$ cat config.mk
export PLATFORM = sky130hd
export DESIGN_NAME = count_monitor
export DESIGN_NICKNAME = d
export VERILOG_FILES = /design/src/rtl/count_monitor.sv
export SDC_FILE = /design/constraint.sdc
export NUM_CORES = 1
export LEC_CHECK = 0
export CAP_MARGIN = 0
export CORE_MARGIN = 2
export CORE_UTILIZATION = 32
export CTS_BUF_LIST = sky130_fd_sc_hd__clkbuf_4 sky130_fd_sc_hd__clkbuf_8
export DETAILED_ROUTE_END_ITERATION = 10
export PLACE_DENSITY = 0.57
export SLEW_MARGIN = 5
export SYNTH_ARGS = -nofsm -noshare
export SYNTH_HDL_FRONTEND = slang
export SYNTH_SLANG_ARGS = --single-unit
$ cat constraint.sdc
create_clock -name clk -period 4.2 [get_ports clk]
set_input_delay 0.42 -clock clk [delete_from_list [all_inputs] [get_ports clk]]
set_output_delay 0.42 -clock clk [all_outputs]
set_load 0.01 [all_outputs]
$ cat src/rtl/count_monitor.sv
// Sequence checker for the 4-bit down counter: flags wraps, reloads and illegal steps.
// Define COUNT_MON_STICKY_ERR_EN for a sticky ERROR state instead of a one-cycle err pulse.
module count_monitor #(
  parameter int WRAP_W = 8
) (
  input  logic              clk,
  input  logic              rst,
  input  logic [3:0]        count_in,
  input  logic              valid,
  input  logic              clr,
  output logic              wrap_pulse,
  output logic              reload_pulse,
  output logic              err,
  output logic [WRAP_W-1:0] wrap_cnt,
  output logic [3:0]        last,
  output logic              tracking
);

`ifdef COUNT_MON_STICKY_ERR_EN
  typedef enum logic [1:0] {
    IDLE  = 2'd0,
    TRACK = 2'd1,
    ERROR = 2'd2
  } state_t;
`else
  typedef enum logic [1:0] {
    IDLE  = 2'd0,
    TRACK = 2'd1
  } state_t;
`endif

  localparam logic [WRAP_W-1:0] WMAX = '1;

  state_t     state;
  logic [3:0] exp_v;
  logic       is_wrap;
  logic       is_reload;
  logic       step_ok;

  // last doubles as the previous sample used for the step check
  assign exp_v     = last - 4'd1;
  assign is_wrap   = (last == 4'd0) && (count_in == 4'hf);
  assign is_reload = (last != 4'd0) && (count_in == 4'hf);
  assign step_ok   = (last != 4'd0) && (count_in == exp_v);

  always_ff @(posedge clk or posedge rst) begin
    if (rst) begin
      state        <= IDLE;
      last         <= 4'd0;
      wrap_cnt     <= '0;
      wrap_pulse   <= 1'b0;
      reload_pulse <= 1'b0;
      err          <= 1'b0;
      tracking     <= 1'b0;
    end else begin
      wrap_pulse   <= 1'b0;
      reload_pulse <= 1'b0;
`ifndef COUNT_MON_STICKY_ERR_EN
      err          <= 1'b0;
`endif
      if (clr) begin
        state    <= IDLE;
        wrap_cnt <= '0;
        err      <= 1'b0;
        tracking <= 1'b0;
      end else if (valid) begin
        last <= count_in;
        unique case (state)
          IDLE: begin
            state    <= TRACK;
            tracking <= 1'b1;
          end
          TRACK: begin
            if (is_wrap) begin
              wrap_pulse <= 1'b1;
              if (wrap_cnt != WMAX)
                wrap_cnt <= wrap_cnt + WRAP_W'(1);
            end else if (is_reload) begin
              reload_pulse <= 1'b1;
            end else if (!step_ok) begin
              err <= 1'b1;
`ifdef COUNT_MON_STICKY_ERR_EN
              state    <= ERROR;
              tracking <= 1'b0;
`endif
            end
          end
`ifdef COUNT_MON_STICKY_ERR_EN
          ERROR: begin
            state <= ERROR;
          end
`endif
          default: begin
            state    <= IDLE;
            tracking <= 1'b0;
          end
        endcase
      end
    end
  end

endmodule

== Word level (Yosys, flattened, before mapping) ==
Cells that the tools add are included.
Word-level totals
  bits in registers: 18
  input port bits: 8
  output and inout port bits: 16
  logic and storage cells: 54
Operators by class
  $add $sub $neg: 2
  eq/ne operators: 5
  mux-type cells: 26
  bitwise gates (word level): 1
  reductions and logical operators: 13
Operator list (number)
  2-to-1 mux 8 bit: 5
  2-to-1 mux 1 bit: 17
  adder 8 x 1 -> 8 bit (second input constant): 1
  != test 8 bit (second input constant): 1
  nonzero test 2 bit: 4
  == test 4 bit: 1
  == test 4 bit (second input constant): 1
  zero test 4 bit: 1
  2-to-1 mux 2 bit: 2
  case mux 2 bit (2 select lines): 1
  AND reduction 2 bit: 2
  AND reduction 4 bit: 1
  nonzero test 4 bit: 1
  subtractor 4 x 1 -> 4 bit (second input constant): 1
  logical AND 1 bit: 3
  == test 2 x 1 -> 1 bit (second input constant): 1
  zero test 2 bit: 1
  != test 2 bit (second input constant): 1
  case mux 1 bit (2 select lines): 1
  NOT 1 bit: 1

== Longest topological paths before layout ==
Gate-level depths: netlist (run 1).
  word-level depth: 9
  mapped depth: 7
  depth with buffers taken out: 6

== Worst setup path after synthesis (run 1) ==
No wires, ideal clock.
  path type: flip-flop to flip-flop
  start: register last[0]
  end: register wrap_cnt[4]
  setup time: 0.125 ns
  data arrival time: 1.725 ns
  data required time: 4.075 ns
  setup slack: 2.350 ns
  stages on the path, launching flop included: 8
  buffers on the path: 1
  path through: dfrtp_1 -> inv_1 -> ha_1 -> nor3b_4 -> nand4_2 -> buf_4 -> nor3_1 -> mux2_2
On the way
  longest elaborated chain between the ends: 4
Ends and longest elaborated chain
  from (decl): line 15  | output logic [3:0] last,
  from (signal assigned): line 67  | last <= count_in;
  zero test 4 bit: line 42  | assign is_wrap = (last == 4'd0) && (count_in == 4'hf);
  logical AND 1 bit: line 42
  nonzero test 2 bit (no line)
  AND reduction 4 bit (no line)
  to (signal assigned): line 77  | wrap_cnt <= wrap_cnt + WRAP_W'(1);
  to (decl): line 14  | output logic [WRAP_W-1:0] wrap_cnt,
Every way passes these cells.
A chain may end at the register's enable or synchronous reset.

== Worst setup path after layout (run 1) ==
  start: register last[0]
  end: register wrap_cnt[6]
Same word-level chain as after synthesis.

==> summary.md, run 1 <==
| Metric | Value |
|---|---|
| Setup Skew | `0.003575 ns` |
| Total count of max-transition violations in the final report | `0` |
| Net Sw Power | `83.90 µW` |
| Fraction of power spent switching nets | `26.75%` |
| Mapped Cells | `89` |
| Fmax | `0.4771 GHz` |
| Result of the run | `finished, final reports clean` |
| Number of H-tree branching levels | `1` |
| Critical Setup Path Class | `reg -> reg` |
| Starting density of the core | `32.93%` |
| Sequential share of power | `54.2%` |
| Remaining antenna violation count after routing | `0` |
| Cell accounting for the most synthesized area | `dfrtp_1` |
| Insertion delay to the later sink of the worst-skew pair | `0.28 ns` |
| Total power | `313.6 µW` |
| Unrepaired setup endpoints after global routing | `no` |
| All-layer global routing usage | `12.22%` |
| Clock power share | `25.5%` |
| Pin count of the biggest net entering global routing | `17` |
| Ratio of cells with drive above 1 in the final layout | `7.207%` |
| Number of synthesized register bits | `16` |
| Syn Nets | `100` |
| Top cell type's share of synthesized area | `45.26%` |
| Die Wd | `56.58 µm` |
| Pwr/cell area | `271.3 nW/µm²` |
| Cell area after synthesis | `884.6 µm²` |
| Clock-pin slew on the worst setup and hold paths | `0.09 ns` |
| Fin crit share | `49.90%` |
| Overflow left after global routing | `0` |
| Worst-path fanout max | `13` |
| Number of max-capacitance violations reported | `0` |
| DR WL/cell | `12.40 µm` |
| Total setup violations reported at the end of the flow | `0` |
| Number of buffers added on ports | `23` |
| Flip-flop and latch area | `400.4 µm²` |
| Maximum VDD drop | `0.0001769 V` |
| Gate power share | `20.4%` |
| Number of clock buffers inserted by TritonCTS | `3` |
| First-pass GRT wire length | `2.987 mm` |
| Type of the worst min-delay path | `in -> async` |
| Accumulated negative setup slack | `0 ns` |
| Most instantiated library cell after synthesis | `dfrtp_1` |
| Minimum period implied by the final worst setup slack | `2.096 ns` |
| Clk sink count | `16` |
| Area inside the core boundary | `2686 µm²` |
| Area taken by multi-input logic gates | `449.2 µm²` |
| Transition time at the pin with the least slew margin | `0.6103 ns` |
| Hold violation total from the final report | `0` |
| Data arrival time at the worst-slack endpoint | `2.30 ns` |
| Number of enable flip-flop cells after synthesis | `0` |
| Detailed-placement wirelength estimate | `1.372 mm` |
| Synth top cells by count | `dfrtp_1 (16), a21oi_1 (6), nor2_1 (6)` |
| CP Capture Type | `flip-flop` |
| Number of global-route vias before repair | `683` |
| Iter 0 DRT Violations | `12` |
| Top cells by area in the synthesized netlist | `dfrtp_1 (45%), xnor2_1 (5.0%), ha_1 (4.2%)` |
| Number of vias after detailed routing | `728` |
| Min setup slack post-route | `2.104 ns` |
| Count of buffers added by post-CTS timing repair for setup | `0` |
| Post-detailed-routing wire length | `1.761 mm` |
| Crit path launch type | `flip-flop` |
| Routability cong. | `0.7481` |
| Number of primary I/O pins | `24` |
| Cell variety after synth | `29` |
| Clock tree from TritonCTS | `yes` |
| Mean cell area of the mapped netlist | `9.939 µm²` |
| Root buf cell | `clkbuf_4` |
| Die height | `56.58 µm` |
| Worst endpoint required time | `4.41 ns` |
| Count of warnings emitted by yosys | `0` |
| Per-cell via count in the routed design | `5.127` |
| LEAKAGE | `0.4619 nW` |
| Final #Nets | `124` |
| Filler cell count | `288` |
| Standard-cell rows | `19` |
| Number of gates resized after cts | `0` |
| Clock Path Buffers | `2` |
| DRT Pass-1 Iters | `4` |
| Share of synthesized registers carrying an async set or reset | `100.0%` |
| Internal power | `229.7 µW` |
| Area enclosed by the die boundary | `3201 µm²` |
| Hold_buf cts | `0` |
| Area growth from synthesis to final layout | `30.69%` |
| Count of antenna diodes in the layout | `0` |
| Post-synthesis sequential area ratio | `45.26%` |
| Slack of the worst reg-to-reg path | `2.10 ns` |
| Post-place setup slack | `1.840 ns` |
| Remaining design rule violation count | `0` |
| Initial antenna violation count | `0` |
| Max-slew headroom at the worst pin | `59.27%` |
| Post-synth top flop | `dfrtp_1` |
[routing by layer]
metal / vias to the layer above / share of wire (%) / GRT usage, %
met2: 21 / 50 / 20.43
li1: 363 / - / -
met5: - / 0 / 0
met4: 0 / 1.1 / 6.122
met1: 340 / 44 / 14.77
met3: 4 / 5.4 / 2.535
[final cells by class]
cell class,count,area share [%]
inverter,4,1.299
multi-input combinational,65,38.85
timing repair buffer,23,19.91
sequential,16,34.63
tap,31,3.355
clock buffer,3,1.948
[kinds of logic (layout without fill, tap and decap cells)]
logic type               Yosys count  count (layout)  share of synthesized area [%]
buffers and inverters              8              30                          3.960
adder cells (fa/ha/maj)            3               3                          4.244
multiplexers                       4               4                          4.950
AND/OR/NAND/NOR                   37              37                          25.74
XOR/XNOR                           6               6                          5.941
AO/OA/AOI/OAI                     15              15                          9.902
flip-flops                        16              16                          45.26
[critical path, cell delays in order (launching register included)]
cell     delay (ns)
dfrtp_1        0.44
inv_1          0.12
ha_1           0.17
nor3b_4        0.26
nand4_2        0.30
or4_1          0.57
a21oi_1        0.16
[worst paths after layout]
check                             from          end  cells after the start
min in group clk           wrap_cnt[6]  wrap_cnt[6]                      2
max in group asynchronous          rst      last[3]                      2
hold reg to reg            wrap_cnt[6]  wrap_cnt[6]                      2
hold / removal                     rst      last[0]                      2
setup / recovery               last[0]  wrap_cnt[6]                      6
setup reg to reg               last[0]  wrap_cnt[6]                      6
[power by group through the flow]
stage	Clock [mW]	Combinational (mW)	Sequential, mW
3_5_place_dp	0	0.0649	0.173
4_1_cts	0.0851	0.0651	0.170
3_3_place_gp	0	0.0642	0.173
2_1_floorplan	0	0.0343	0.174
5_1_grt	0.0934	0.0706	0.172
6_report	0.0799	0.0639	0.170
[metrics by stage]
step	hold slack, ns	instance area, µm²	utilization (%)	cells
global placement	0.5524	1134	42.20	139
finish	0.5000	1156	43.04	142
detailed placement	0.5796	1134	42.20	139
CTS	0.5208	1156	43.04	142
global route	0.5738	1156	43.04	142
floorplan	0.3337	884.6	-	89
[placed cells by master, fill, tap and decap left out, drive strengths merged, types with 4 or more instances in the layout]
cell type      instances
nand3                  5
a21oi                  6
dfrtp                 16
inv                    4
nand2                  5
xnor2                  5
o21ai                  4
nor2                   6
clkdlybuf4s50         23
and4                   4
[registers in the layout, indices dropped and copies added, names as in the netlist]
name and flops:
wrap_cnt 8, last 4, err 1, reload_pulse 1, tracking 1, wrap_pulse 1
No activity file was read; power rests on OpenSTA's default activity.
==> run 2: changes to the inputs <==
==> constraint.sdc (replaced) <==
create_clock -name clk -period 2.1 [get_ports clk]
set_input_delay 0.21 -clock clk [delete_from_list [all_inputs] [get_ports clk]]
set_output_delay 0.21 -clock clk [all_outputs]
set_load 0.01 [all_outputs]
==> summary.md, run 2 (same netlist as run 1, synthesis figures left out) <==
| Metric | Value |
|---|---|
| Commonest non-fill, non-tap cell in the layout | `clkdlybuf4s50_1` |
| Worst-case hold slack | `0.2955 ns (-0.2045 ns)` |
| Hold violation total from the final report | `0 (unchanged)` |
| Area inside the core boundary | `2686 µm² (unchanged)` |
| Clock-pin slew on the worst setup and hold paths | `0.09 ns (about the same)` |
| Worst endpoint required time | `2.31 ns (-2.10 ns)` |
| Number of global-route vias before repair | `738 (+8.1%)` |
| Type of the worst min-delay path | `in -> async` |
| Result of the run | `finished, final reports clean` |
| All-layer global routing usage | `12.40% (+0.18 points)` |
| Root buf cell | `clkbuf_4` |
| Registers with the most flip-flops | `wrap_cnt (8), last (4)` |
| DRT Pass-1 Iters | `3 (-1)` |
| Crit-path leading delay family | `simple AND/OR/NAND/NOR gates` |
| Hold_buf cts | `0 (unchanged)` |
| Starting density of the core | `32.93% (unchanged)` |
| Maximum VDD drop | `0.0002823 V (+60%)` |
| Area enclosed by the die boundary | `3201 µm² (unchanged)` |
| DR WL/cell | `12.89 µm (+3.9%)` |
| Die height | `56.58 µm (unchanged)` |
| Number of clock buffers inserted by TritonCTS | `3 (unchanged)` |
| Count of antenna diodes in the layout | `0 (unchanged)` |
| Pin count of the biggest net entering global routing | `17 (unchanged)` |
| Master of the slowest instance on the critical path | `or4_1` |
| Number of buffers added on ports | `23 (unchanged)` |
| Iter 0 DRT Violations | `4 (-8)` |
| Initial antenna violation count | `0 (unchanged)` |
| Slowest Stage Delay on Critical Path | `0.53 ns (-0.04 ns)` |
| Fraction of power spent switching nets | `26.66% (-0.096 points)` |
| LEAKAGE | `0.4738 nW (+2.6%)` |
| Remaining design rule violation count | `0 (unchanged)` |
| Unrepaired setup endpoints after global routing | `no` |
| Routability cong. | `0.7795 (+4.2%)` |
| Sequential share of power | `54.0% (-0.2 points)` |
| Worst-path fanout max | `8 (-5)` |
| Minimum period implied by the final worst setup slack | `1.924 ns (-0.1724 ns)` |
| Transition time at the pin with the least slew margin | `0.6098 ns (-0.0004967 ns)` |
| Fin crit share | `91.60% (+42 points)` |
| Total count of max-transition violations in the final report | `0 (unchanged)` |
| Gate power share | `21.0% (+0.6 points)` |
| CP Capture Type | `flip-flop` |
| Clock Path Buffers | `2 (unchanged)` |
| Count of buffers added by post-CTS timing repair for setup | `0 (unchanged)` |
| Max FFs per register | `8 (unchanged)` |
| Slack of the worst reg-to-reg path | `0.18 ns (-1.93 ns)` |
| Clock power share | `25.0% (-0.5 points)` |
| Filler cell count | `274 (-4.9%)` |
| Detailed-placement wirelength estimate | `1.457 mm (+6.2%)` |
| Post-detailed-routing wire length | `1.882 mm (+6.9%)` |
| Insertion delay to the later sink of the worst-skew pair | `0.28 ns (about the same)` |
| Net Sw Power | `167.9 µW (+100%)` |
| Ratio of cells with drive above 1 in the final layout | `10.43% (+3.2 points)` |
| First-pass GRT wire length | `3.098 mm (+3.7%)` |
| Standard-cell rows | `19 (unchanged)` |
| Total setup violations reported at the end of the flow | `0 (unchanged)` |
| Pwr/cell area | `527.0 nW/µm² (+94%)` |
| Max-slew headroom at the worst pin | `59.30% (about the same)` |
| Data arrival time at the worst-slack endpoint | `2.14 ns (-0.16 ns)` |
| Number of H-tree branching levels | `1 (unchanged)` |
| Number of max-capacitance violations reported | `0 (unchanged)` |
| Area growth from synthesis to final layout | `35.08%` |
| Die Wd | `56.58 µm (unchanged)` |
| Setup Skew | `0.01029 ns (+0.006718 ns)` |
| Number of primary I/O pins | `24 (unchanged)` |
| Biggest register | `wrap_cnt` |
| Critical Setup Path Class | `reg -> reg` |
| Accumulated negative setup slack | `0 ns (unchanged)` |
| Number of vias after detailed routing | `742 (+1.9%)` |
| Clock tree from TritonCTS | `yes` |
| Final #Nets | `128 (+3.2%)` |
| Per-cell via count in the routed design | `5.082 (-0.87%)` |
| Crit path launch type | `flip-flop` |
| Internal power | `461.8 µW (+100%)` |
| Remaining antenna violation count after routing | `0 (unchanged)` |
| Fmax | `0.5199 GHz (+9.0%)` |
| Overflow left after global routing | `0 (unchanged)` |
| Highest-count cells in the layout ignoring fill and taps | `clkdlybuf4s50_1 (23), dfrtp_1 (16), a21oi_1 (6), nor2_1 (6)` |
| Count of buffering cells on the critical path with inverters included | `1 (unchanged)` |
| Clk sink count | `16 (unchanged)` |
| Worst-path cell chain | `inv_1 > ha_1 > nor3b_4 > nand4_4 > or4_1 > a21oi_1` |
## run 2: cell count changes in the layout (fill, tap and decap cells not counted)
cell     previous run  this run
nand4_2             1         0
buf_4               0         4
nand4_4             0         1
## run 2: layout make-up
cell class | instances | area [µm²] | share of cell area, %
timing repair buffer | 27 | 260.3 | 21.78
clock buffer | 3 | 22.52 | 1.885
inverter | 4 | 15.01 | 1.257
tap | 31 | 38.79 | 3.246
multi-input combinational | 65 | 457.9 | 38.32
sequential | 16 | 400.4 | 33.51
## run 2: path summary, 6_finish.rpt
kind,startpoint,end,cells after the start
worst max-delay path,last[0],wrap_cnt[6],6
worst min-delay path,rst,last[1],2
worst max register to register,last[0],wrap_cnt[6],6
worst min register to register,wrap_cnt[5],wrap_cnt[5],2
max in group asynchronous,rst,wrap_cnt[1],2
min in group clk,count_in[1],last[1],3
## run 2: repair_timing
action                                  in CTS  in global routing
endpoints found under the setup margin       0                  5
gates resized for setup                      0                  1
hold endpoints to repair                     0                  0
## run 2: metrics by stage
step | std cells | power (mW) | worst slack, ns | area, µm² | util [%]
2_1_floorplan | 89 | 0.4172 | 0.2499 | 884.6 | -
3_3_place_gp | 143 | 0.4774 | 0.1403 | 1164 | 43.32
3_5_place_dp | 143 | 0.4786 | 0.1229 | 1164 | 43.32
4_1_cts | 146 | 0.6415 | 0.1390 | 1186 | 44.15
5_1_grt | 146 | 0.6712 | 0.02236 | 1195 | 44.48
6_report | 146 | 0.6297 | 0.1765 | 1195 | 44.48
## run 2: routing by layer
layer | vias up | global-route usage [%] | wire [µm]
met5 | - | 0 | 0
li1 | 370 | - | -
met4 | 0 | 4.082 | 0
met1 | 353 | 15.13 | 893
met2 | 19 | 21.43 | 903
met3 | 0 | 2.765 | 84
## run 2: power by group through the flow
stage	clock [mW]	sequential (mW)	combinational (mW)
final	0.157	0.340	0.133
after global routing	0.182	0.343	0.146
after CTS	0.168	0.340	0.133
after detailed placement	0	0.346	0.133
after global placement	0	0.346	0.132
after floorplan	0	0.349	0.0686
## run 2: worst reg2reg max path, stage by stage (launching register included)
cell and delay, ns:
dfrtp_1 0.43, inv_1 0.11, ha_1 0.15, nor3b_4 0.29, nand4_4 0.19, or4_1 0.53
a21oi_1 0.16
